**config.mk**
```make
export PLATFORM = sky130hd
export DESIGN_NAME = fetch_sequencer
export DESIGN_NICKNAME = d
export VERILOG_FILES = /design/src/rtl/pic16_pkg.sv /design/src/rtl/instr_branch_decode.sv /design/src/rtl/fetch_sequencer.sv
export SDC_FILE = /design/constraint.sdc
export NUM_CORES = 1
export LEC_CHECK = 0
export ABC_AREA = 1
export CORE_AREA = 2 2 53 55
export DETAILED_ROUTE_END_ITERATION = 16
export DIE_AREA = 0 0 55 57
export GPL_ROUTABILITY_DRIVEN = 0
export GPL_TIMING_DRIVEN = 0
export PLACE_DENSITY_LB_ADDON = 0.1
export RECOVER_POWER = 100
export SYNTH_ARGS = -nofsm -noshare
export SYNTH_HDL_FRONTEND = slang
export SYNTH_SLANG_ARGS = --single-unit
```
**constraint.sdc**
```tcl
create_clock -name clk -period 1.3 [get_ports clk]
set_clock_uncertainty 0.1 [all_clocks]
set_input_delay 0.26 -clock clk [delete_from_list [all_inputs] [get_ports clk]]
set_output_delay 0.26 -clock clk [all_outputs]
set_load 0.05 [all_outputs]
```
**src/rtl/pic16_pkg.sv**
```systemverilog
// Shared PIC16-style core definitions: instruction phases, fetch sequencer states
// and opcode match constants used by the fetch/decode front end.
package pic16_pkg;

    localparam int IR_W = 14;
    localparam int PC_W = 11;

    // Four clocks make one instruction cycle; Q4 is the commit phase.
    localparam logic [1:0] Q1 = 2'd0;
    localparam logic [1:0] Q2 = 2'd1;
    localparam logic [1:0] Q3 = 2'd2;
    localparam logic [1:0] Q4 = 2'd3;

    typedef enum logic [1:0] {
        S_HOLD = 2'd0,
        S_SKIP = 2'd1,
        S_EXEC = 2'd2
    } seq_state_e;

    typedef struct packed {
        logic incr;
        logic jump;
        logic push;
        logic pop;
        logic retfie;
    } strobe_t;

    localparam logic [IR_W-1:0] OP_GOTO_MASK    = 14'h3800;
    localparam logic [IR_W-1:0] OP_GOTO_MATCH   = 14'h2800;
    localparam logic [IR_W-1:0] OP_CALL_MASK    = 14'h3800;
    localparam logic [IR_W-1:0] OP_CALL_MATCH   = 14'h2000;
    localparam logic [IR_W-1:0] OP_RETURN       = 14'h0008;
    localparam logic [IR_W-1:0] OP_RETFIE       = 14'h0009;
    localparam logic [IR_W-1:0] OP_RETLW_MASK   = 14'h3C00;
    localparam logic [IR_W-1:0] OP_RETLW_MATCH  = 14'h3400;
    localparam logic [IR_W-1:0] OP_DECFSZ_MASK  = 14'h3F00;
    localparam logic [IR_W-1:0] OP_DECFSZ_MATCH = 14'h0B00;
    localparam logic [IR_W-1:0] OP_INCFSZ_MASK  = 14'h3F00;
    localparam logic [IR_W-1:0] OP_INCFSZ_MATCH = 14'h0F00;
    localparam logic [IR_W-1:0] OP_BTFSC_MASK   = 14'h3C00;
    localparam logic [IR_W-1:0] OP_BTFSC_MATCH  = 14'h1800;
    localparam logic [IR_W-1:0] OP_BTFSS_MASK   = 14'h3C00;
    localparam logic [IR_W-1:0] OP_BTFSS_MATCH  = 14'h1C00;

    function automatic logic op_match(input logic [IR_W-1:0] word,
                                      input logic [IR_W-1:0] mask,
                                      input logic [IR_W-1:0] match);
        return (word & mask) == match;
    endfunction

endpackage

```
**src/rtl/instr_branch_decode.sv**
```systemverilog
// Classifies the instruction register into the control-flow groups that the
// fetch sequencer cares about: jumps, calls, returns and conditional skips.
module instr_branch_decode
    import pic16_pkg::*;
(
    input  logic [IR_W-1:0] ir,
    output logic            is_goto,
    output logic            is_call,
    output logic            is_return,
    output logic            is_retfie,
    output logic            is_skip,
    output logic            is_branch
);

    logic is_retlw;
    logic is_decfsz;
    logic is_incfsz;
    logic is_btfsc;
    logic is_btfss;

    always_comb begin
        is_goto   = op_match(ir, OP_GOTO_MASK, OP_GOTO_MATCH);
        is_call   = op_match(ir, OP_CALL_MASK, OP_CALL_MATCH);
        is_retfie = (ir == OP_RETFIE);
        is_retlw  = op_match(ir, OP_RETLW_MASK, OP_RETLW_MATCH);
        is_decfsz = op_match(ir, OP_DECFSZ_MASK, OP_DECFSZ_MATCH);
        is_incfsz = op_match(ir, OP_INCFSZ_MASK, OP_INCFSZ_MATCH);
        is_btfsc  = op_match(ir, OP_BTFSC_MASK, OP_BTFSC_MATCH);
        is_btfss  = op_match(ir, OP_BTFSS_MASK, OP_BTFSS_MATCH);
        // All three return flavours pop the hardware stack the same way.
        is_return = (ir == OP_RETURN) || is_retfie || is_retlw;
        is_skip   = is_decfsz || is_incfsz || is_btfsc || is_btfss;
        is_branch = is_goto || is_call || is_return;
    end

endmodule

```
**src/rtl/fetch_sequencer.sv**
```systemverilog
// Four-phase fetch/execute sequencer: owns the instruction register, decides
// whether the fetched word executes, and issues the program-counter strobes.
module fetch_sequencer
    import pic16_pkg::*;
(
    input  logic            clk,
    input  logic            rst,
    input  logic [IR_W-1:0] instr_in,
    input  logic            skip_cond,
    input  logic            pcl_wr_in,
    output logic            pc_incr_en,
    output logic            pc_j_en,
    output logic            pc_j_and_push_en,
    output logic            pc_j_by_pop_en,
    output logic [PC_W-1:0] pc_j_addr,
    output logic [IR_W-1:0] ir_out,
    output logic            ir_valid,
    output logic [1:0]      q_phase,
    output logic            retfie_pulse
);

    logic [1:0]      q_phase_q;
    logic [1:0]      q_phase_d;
    seq_state_e      state_q;
    seq_state_e      state_d;
    logic [IR_W-1:0] ir_q;
    logic [IR_W-1:0] ir_d;

    logic    is_goto;
    logic    is_call;
    logic    is_return;
    logic    is_retfie;
    logic    is_skip;
    logic    is_branch;
    logic    end_of_cycle;
    logic    exec_q4;
    strobe_t strobe;

    instr_branch_decode u_decode (
        .ir        (ir_q),
        .is_goto   (is_goto),
        .is_call   (is_call),
        .is_return (is_return),
        .is_retfie (is_retfie),
        .is_skip   (is_skip),
        .is_branch (is_branch)
    );

    assign end_of_cycle = (q_phase_q == Q4);
    assign exec_q4      = end_of_cycle && (state_q == S_EXEC);

    always_comb begin
        q_phase_d = q_phase_q + 2'd1;
        ir_d      = ir_q;
        state_d   = state_q;
        if (end_of_cycle) begin
            ir_d    = instr_in;
            state_d = S_EXEC;
            // A redirect flushes the stale prefetch; a taken skip discards it but keeps counting.
            if (state_q == S_EXEC) begin
                if (is_branch || pcl_wr_in) begin
                    state_d = S_HOLD;
                end else if (is_skip && skip_cond) begin
                    state_d = S_SKIP;
                end
            end
        end
    end

    always_comb begin
        strobe      = '0;
        strobe.incr = (q_phase_q == Q1) && (state_q != S_HOLD);
        if (exec_q4) begin
            if (is_goto) begin
                strobe.jump = 1'b1;
            end else if (is_call) begin
                strobe.push = 1'b1;
            end else if (is_return) begin
                strobe.pop = 1'b1;
            end
            strobe.retfie = is_retfie;
        end
    end

    always_ff @(posedge clk or negedge rst) begin
        if (!rst) begin
            q_phase_q <= Q1;
            state_q   <= S_HOLD;
            ir_q      <= '0;
        end else begin
            q_phase_q <= q_phase_d;
            state_q   <= state_d;
            ir_q      <= ir_d;
        end
    end

    assign q_phase          = q_phase_q;
    assign ir_out           = ir_q;
    assign ir_valid         = (state_q == S_EXEC);
    assign pc_j_addr        = ir_q[PC_W-1:0];
    assign pc_incr_en       = strobe.incr;
    assign pc_j_en          = strobe.jump;
    assign pc_j_and_push_en = strobe.push;
    assign pc_j_by_pop_en   = strobe.pop;
    assign retfie_pulse     = strobe.retfie;

endmodule

```
# Yosys cells after proc, flatten, opt, wreduce, memory -nomap -nowiden
# Cells that the tools add are included.
# word_totals
out_inout_bits	33
reg_bits	18
wordCells	37
# classes
reduce_logical	13
muxes	9
n_addsub	1
eq_ne	11
# op_table
operator	n
14-bit by 4-bit equality test with 1-bit output, second input constant	2
6-bit by 4-bit equality test with 1-bit output, second input constant	2
4-bit by 3-bit equality test with 1-bit output, second input constant	2
1-bit logical OR	8
2-bit two-way mux	4
3-bit equality test, second input constant	2
2-bit equality test, second input constant	2
4-bit equality test, second input constant	1
1-bit two-way mux	4
4-bit two-way mux	1
1-bit logical AND	3
2-bit by 1-bit adder with 2-bit output, second input constant	1
2-bit logical NOT	1
2-bit nonzero test	1

# Logic depth before layout (Yosys ltp)
# depth
word_depth	8
depth_mapped	8

# Cells and area by module
# From an unflattened synthesis, not the netlist that was laid out.
# hier_totals
hier_cells	135
hier_area_um2	1007.2
# by_module_without_submodules
mod	instances	area_per_inst_um2	cells_per_inst	seq_area_each_um2
fetch_sequencer	1	883.3	105	450.4
instr_branch_decode	1	123.9	30	0.0

# Least setup slack after synthesis
# OpenSTA, ideal clock, no wires.
# synth_path
kind	register -> output
startpoint	reg q_phase_q[1], in the netlist q_phase[1]
endpoint	out pc_j_and_push_en
path_stages_with_launch	4
arrival_time_ns	2.089
path_slack_ns	-1.149
path_cell_list	dfrtp_1 -> ha_1 -> nand2_4 -> nor3_1
# synth_via
elab_chain_len	3
# synth_lines
element	line_no	rtl
start: declaration	fetch_sequencer.sv:22	logic [1:0] q_phase_q;
start signal: assignment	fetch_sequencer.sv:91	q_phase_q <= q_phase_d;
2-bit equality test	fetch_sequencer.sv:49	assign end_of_cycle = (q_phase_q == Q4);
1-bit logical AND	fetch_sequencer.sv:50	assign exec_q4 = end_of_cycle && (state_q == S_EXEC);
4-bit two-way mux	fetch_sequencer.sv:73	if (exec_q4) begin
end: declaration	fetch_sequencer.sv:13	output logic pc_j_and_push_en,
# No other way between the ends.

# Worst setup path in the final report
# layout_path
startpoint	reg ir_q[8], in the netlist ir_out[8]
endpoint	out pc_j_by_pop_en
# layout_via
elab_chain_len	7
# layout_lines
element	line_no	rtl
start: declaration	fetch_sequencer.sv:26	logic [IR_W-1:0] ir_q;
start signal: assignment	fetch_sequencer.sv:93	ir_q <= ir_d;
14-bit by 4-bit equality test with 1-bit output (on tied branches)	instr_branch_decode.sv:31, instr_branch_decode.sv:24	
1-bit logical OR (*) (2 in a row)	instr_branch_decode.sv:31	is_return = (ir == OP_RETURN) || is_retfie || is_retlw;
1-bit two-way mux (*)	fetch_sequencer.sv:78	end else if (is_return) begin
1-bit two-way mux (*)	fetch_sequencer.sv:76	end else if (is_call) begin
2-bit two-way mux (*)	fetch_sequencer.sv:74	if (is_goto) begin
4-bit two-way mux (*)	fetch_sequencer.sv:73	
end: declaration	fetch_sequencer.sv:14	output logic pc_j_by_pop_en,
# Mark *: on every way between the ends. The rest lies on a longest branch, timed or not.

==> metrics.yaml <==
cts:
  insertion_delay_ps: 290
  clock_sinks: 18
  htree_levels: 1
  cts-root-buf: "clkbuf_4"
  cts_made_buffers: 3
  cts_hold_buf: 0
  cts_tree: "built"
  clkSlewWorstSetupHoldPaths_ps: 110
  max-clock-path-buffers: 2
cells_and_area:
  final_cell_mix: "nand2_1, buf_6, buf_8"
  mostFrequentLayoutCell: "nand2_1"
  drive_above_1_share: 0.6131
  diodes: 0
  nFillCells: 193
  fin_area_um2: 2041
  synthToLayoutAreaGrowth_pct: 118.0
  final_nets: 220
route:
  dr.pass1.iters: 4
  drc: 0
  drtIter0Drc: 15
  antenna_left: 0
  vias: 1042
  wl_per_cell_um: 11.83
  postRouteWirelength_um: 2721
  viasPerCell: 4.530
timing:
  setup_viol: 28
  slew_headroom: 0.4318
  setup_tns_ps: -5453
  setup_ws_ps: -565.6
  tightest_slew_ps: 849.6
  layout_min_cycle_time_ps: 1866
  finalHoldViolations: 0
  timing.fmax_mhz: 536.0
  fin_crit_sh: 1.435
  maxSlewViolCount: 0
  rsz0062_at_grt: "yes"
power_and_ir_drop:
  p_sw_frac: 0.3266
  power_density_nw_per_um2: 755.1
  power.share.clock: 0.229
  power.switching_uw: 503.2
  comb_power_share: 0.368
  ir_drop_mv: 0.5338
  p_seq_frac: 0.403
  p_int_mw: 1.038
  p_leak_nw: 0.9458
  fin_total_pwr_mw: 1.541
place:
  post-place-ws_ps: -932.4
  port_buffers: 50
  dpl_cell_area_um2: 1545
  place_hpwl_um: 1747
worst_setup_path:
  endpoint_kind: "output pin"
  crit_fanout: 3
  critPathLaunchType: "flip-flop"
  path_class: "reg -> out"
  cp_data_arrival_time_ps: 1510
  worstPathRequired_ps: 940
yosys:
  yosysWarnings: 0
  syn_inst: 118
  ys_seq_elements: 18
  syn_avg_cell_area_um2: 7.931
  ys_seq_area_frac: 0.4813
  synth_nets: 138
  ys_types: 19
  synth_area_um2: 935.9
grt:
  grt_pass1_wl_um: 4043
  gr-total-overflow: 0
  grt_max_degree: 19
  antenna_found_initial: 0
  grt_use_total: 0.1757
  grt_pass1_vias: 900
die:
  row_count: 19
  initial_core_util: 0.3579
  dieArea_um2: 3135
  core_um2: 2615
  die_x_um: 55
  die_y_um: 57
  io_pins: 51
outcome:
  status: "finished with violations"
  violations: "setup timing"
min_path:
  hold_class: "in -> reg"
run:
  maxCapViolCount: 0
-- cells in the mapped netlist --
cell type	number	area share
a21oi_1	2	0.011
nor2_1	13	0.052
o21a_1	1	0.0080
nand2_4	1	0.012
nand4_2	1	0.013
clkinv_2	1	0.0053
o21ai_1	2	0.011
nand3_1	1	0.0053
nand4_1	2	0.013
nor2_4	1	0.012
inv_1	10	0.040
ha_1	2	0.027
buf_2	2	0.011
o21ai_0	5	0.027
dfrtp_1	18	0.48
nor3_1	2	0.011
nand2_1	42	0.17
inv_2	1	0.0040
buf_4	11	0.088
-- critical path, stage by stage (launching register included) --
cell and delay [ps]:
dfrtp_2 440, nor2_1 120, nand2_1 70, nor2_2 140, nand2_2 100, nand3_2 80, nand2_2 60, clkinvlp_4 70
buf_8 130
-- stage by stage --
step	hold WS [ps]	util	instances
6_report	387.2	0.7804	230
5_1_grt	372.1	0.7804	230
4_1_cts	358.4	0.6842	216
3_5_place_dp	392.9	0.5909	199
3_3_place_gp	378.9	0.5909	199
2_1_floorplan	-135.6	-	118
-- layer usage --
metal | part of all wire | up-vias | global-route usage
met1 | 0.41 | 492 | 0.2169
met4 | 0.0062 | 0 | 0.06620
li1 | - | 514 | -
met3 | 0.068 | 2 | 0.04188
met5 | 0 | - | 0
met2 | 0.52 | 34 | 0.2908
-- registers in the layout (all words and copies together), names as in the netlist --
signal and cells:
ir_out 14, q_phase 2, state_q 2
-- path summary, 6_finish.rpt --
check | cells past startpoint | end | slack, ps | from
setup / recovery | 8 | pc_j_by_pop_en | -570 | ir_out[8]$_DFFE_PN0N_
max in group asynchronous | 1 | ir_out[6]$_DFFE_PN0N_ | 120 | rst
setup reg to reg | 6 | state_q[1]$_DFFE_PN0N_ | 30 | ir_out[8]$_DFFE_PN0N_
hold / removal | 3 | ir_out[7]$_DFFE_PN0N_ | 390 | instr_in[7]
min in group asynchronous | 1 | ir_out[3]$_DFFE_PN0N_ | 400 | rst
hold reg to reg | 2 | ir_out[2]$_DFFE_PN0N_ | 450 | ir_out[2]$_DFFE_PN0N_
-- cells by family after synthesis --
family / Yosys count / share of synthesized area
DFF: 18 / 0.4813
and+or+nand+nor: 63 / 0.2874
buffers and inverters: 25 / 0.1484
adders and majority gates: 2 / 0.02673
AOI/OAI and AO/OA: 10 / 0.05615
-- power groups by stage --
stage,combinational (mW),sequential (mW),clock (mW)
after floorplan,0.164,0.710,0
after detailed placement,0.404,0.636,0
after global routing,0.595,0.624,0.390
after CTS,0.483,0.620,0.357
after global placement,0.401,0.635,0
final,0.568,0.621,0.353
-- timing repair --
| item | in CTS | in global routing |
|---|---|---|
| endpoints found under the setup margin | 33 | 40 |
| pin swaps | 8 | 11 |
| buffers inserted | 14 | 21 |
| gates resized for setup | 240 | 57 |
-- area by class of cell --
| class | instances | area (um^2) | share of cell area |
|---|---|---|---|
| tap | 31 | 38.79 | 0.01901 |
| multi-input combinational | 75 | 454.2 | 0.2226 |
| clock buffer | 4 | 36.28 | 0.01778 |
| sequential | 18 | 470.5 | 0.2305 |
| buffer | 11 | 106.4 | 0.05212 |
| inverter | 12 | 57.56 | 0.02820 |
| timing repair buffer | 79 | 877.1 | 0.4298 |
Note: power is estimated with default switching activity, not from simulation.
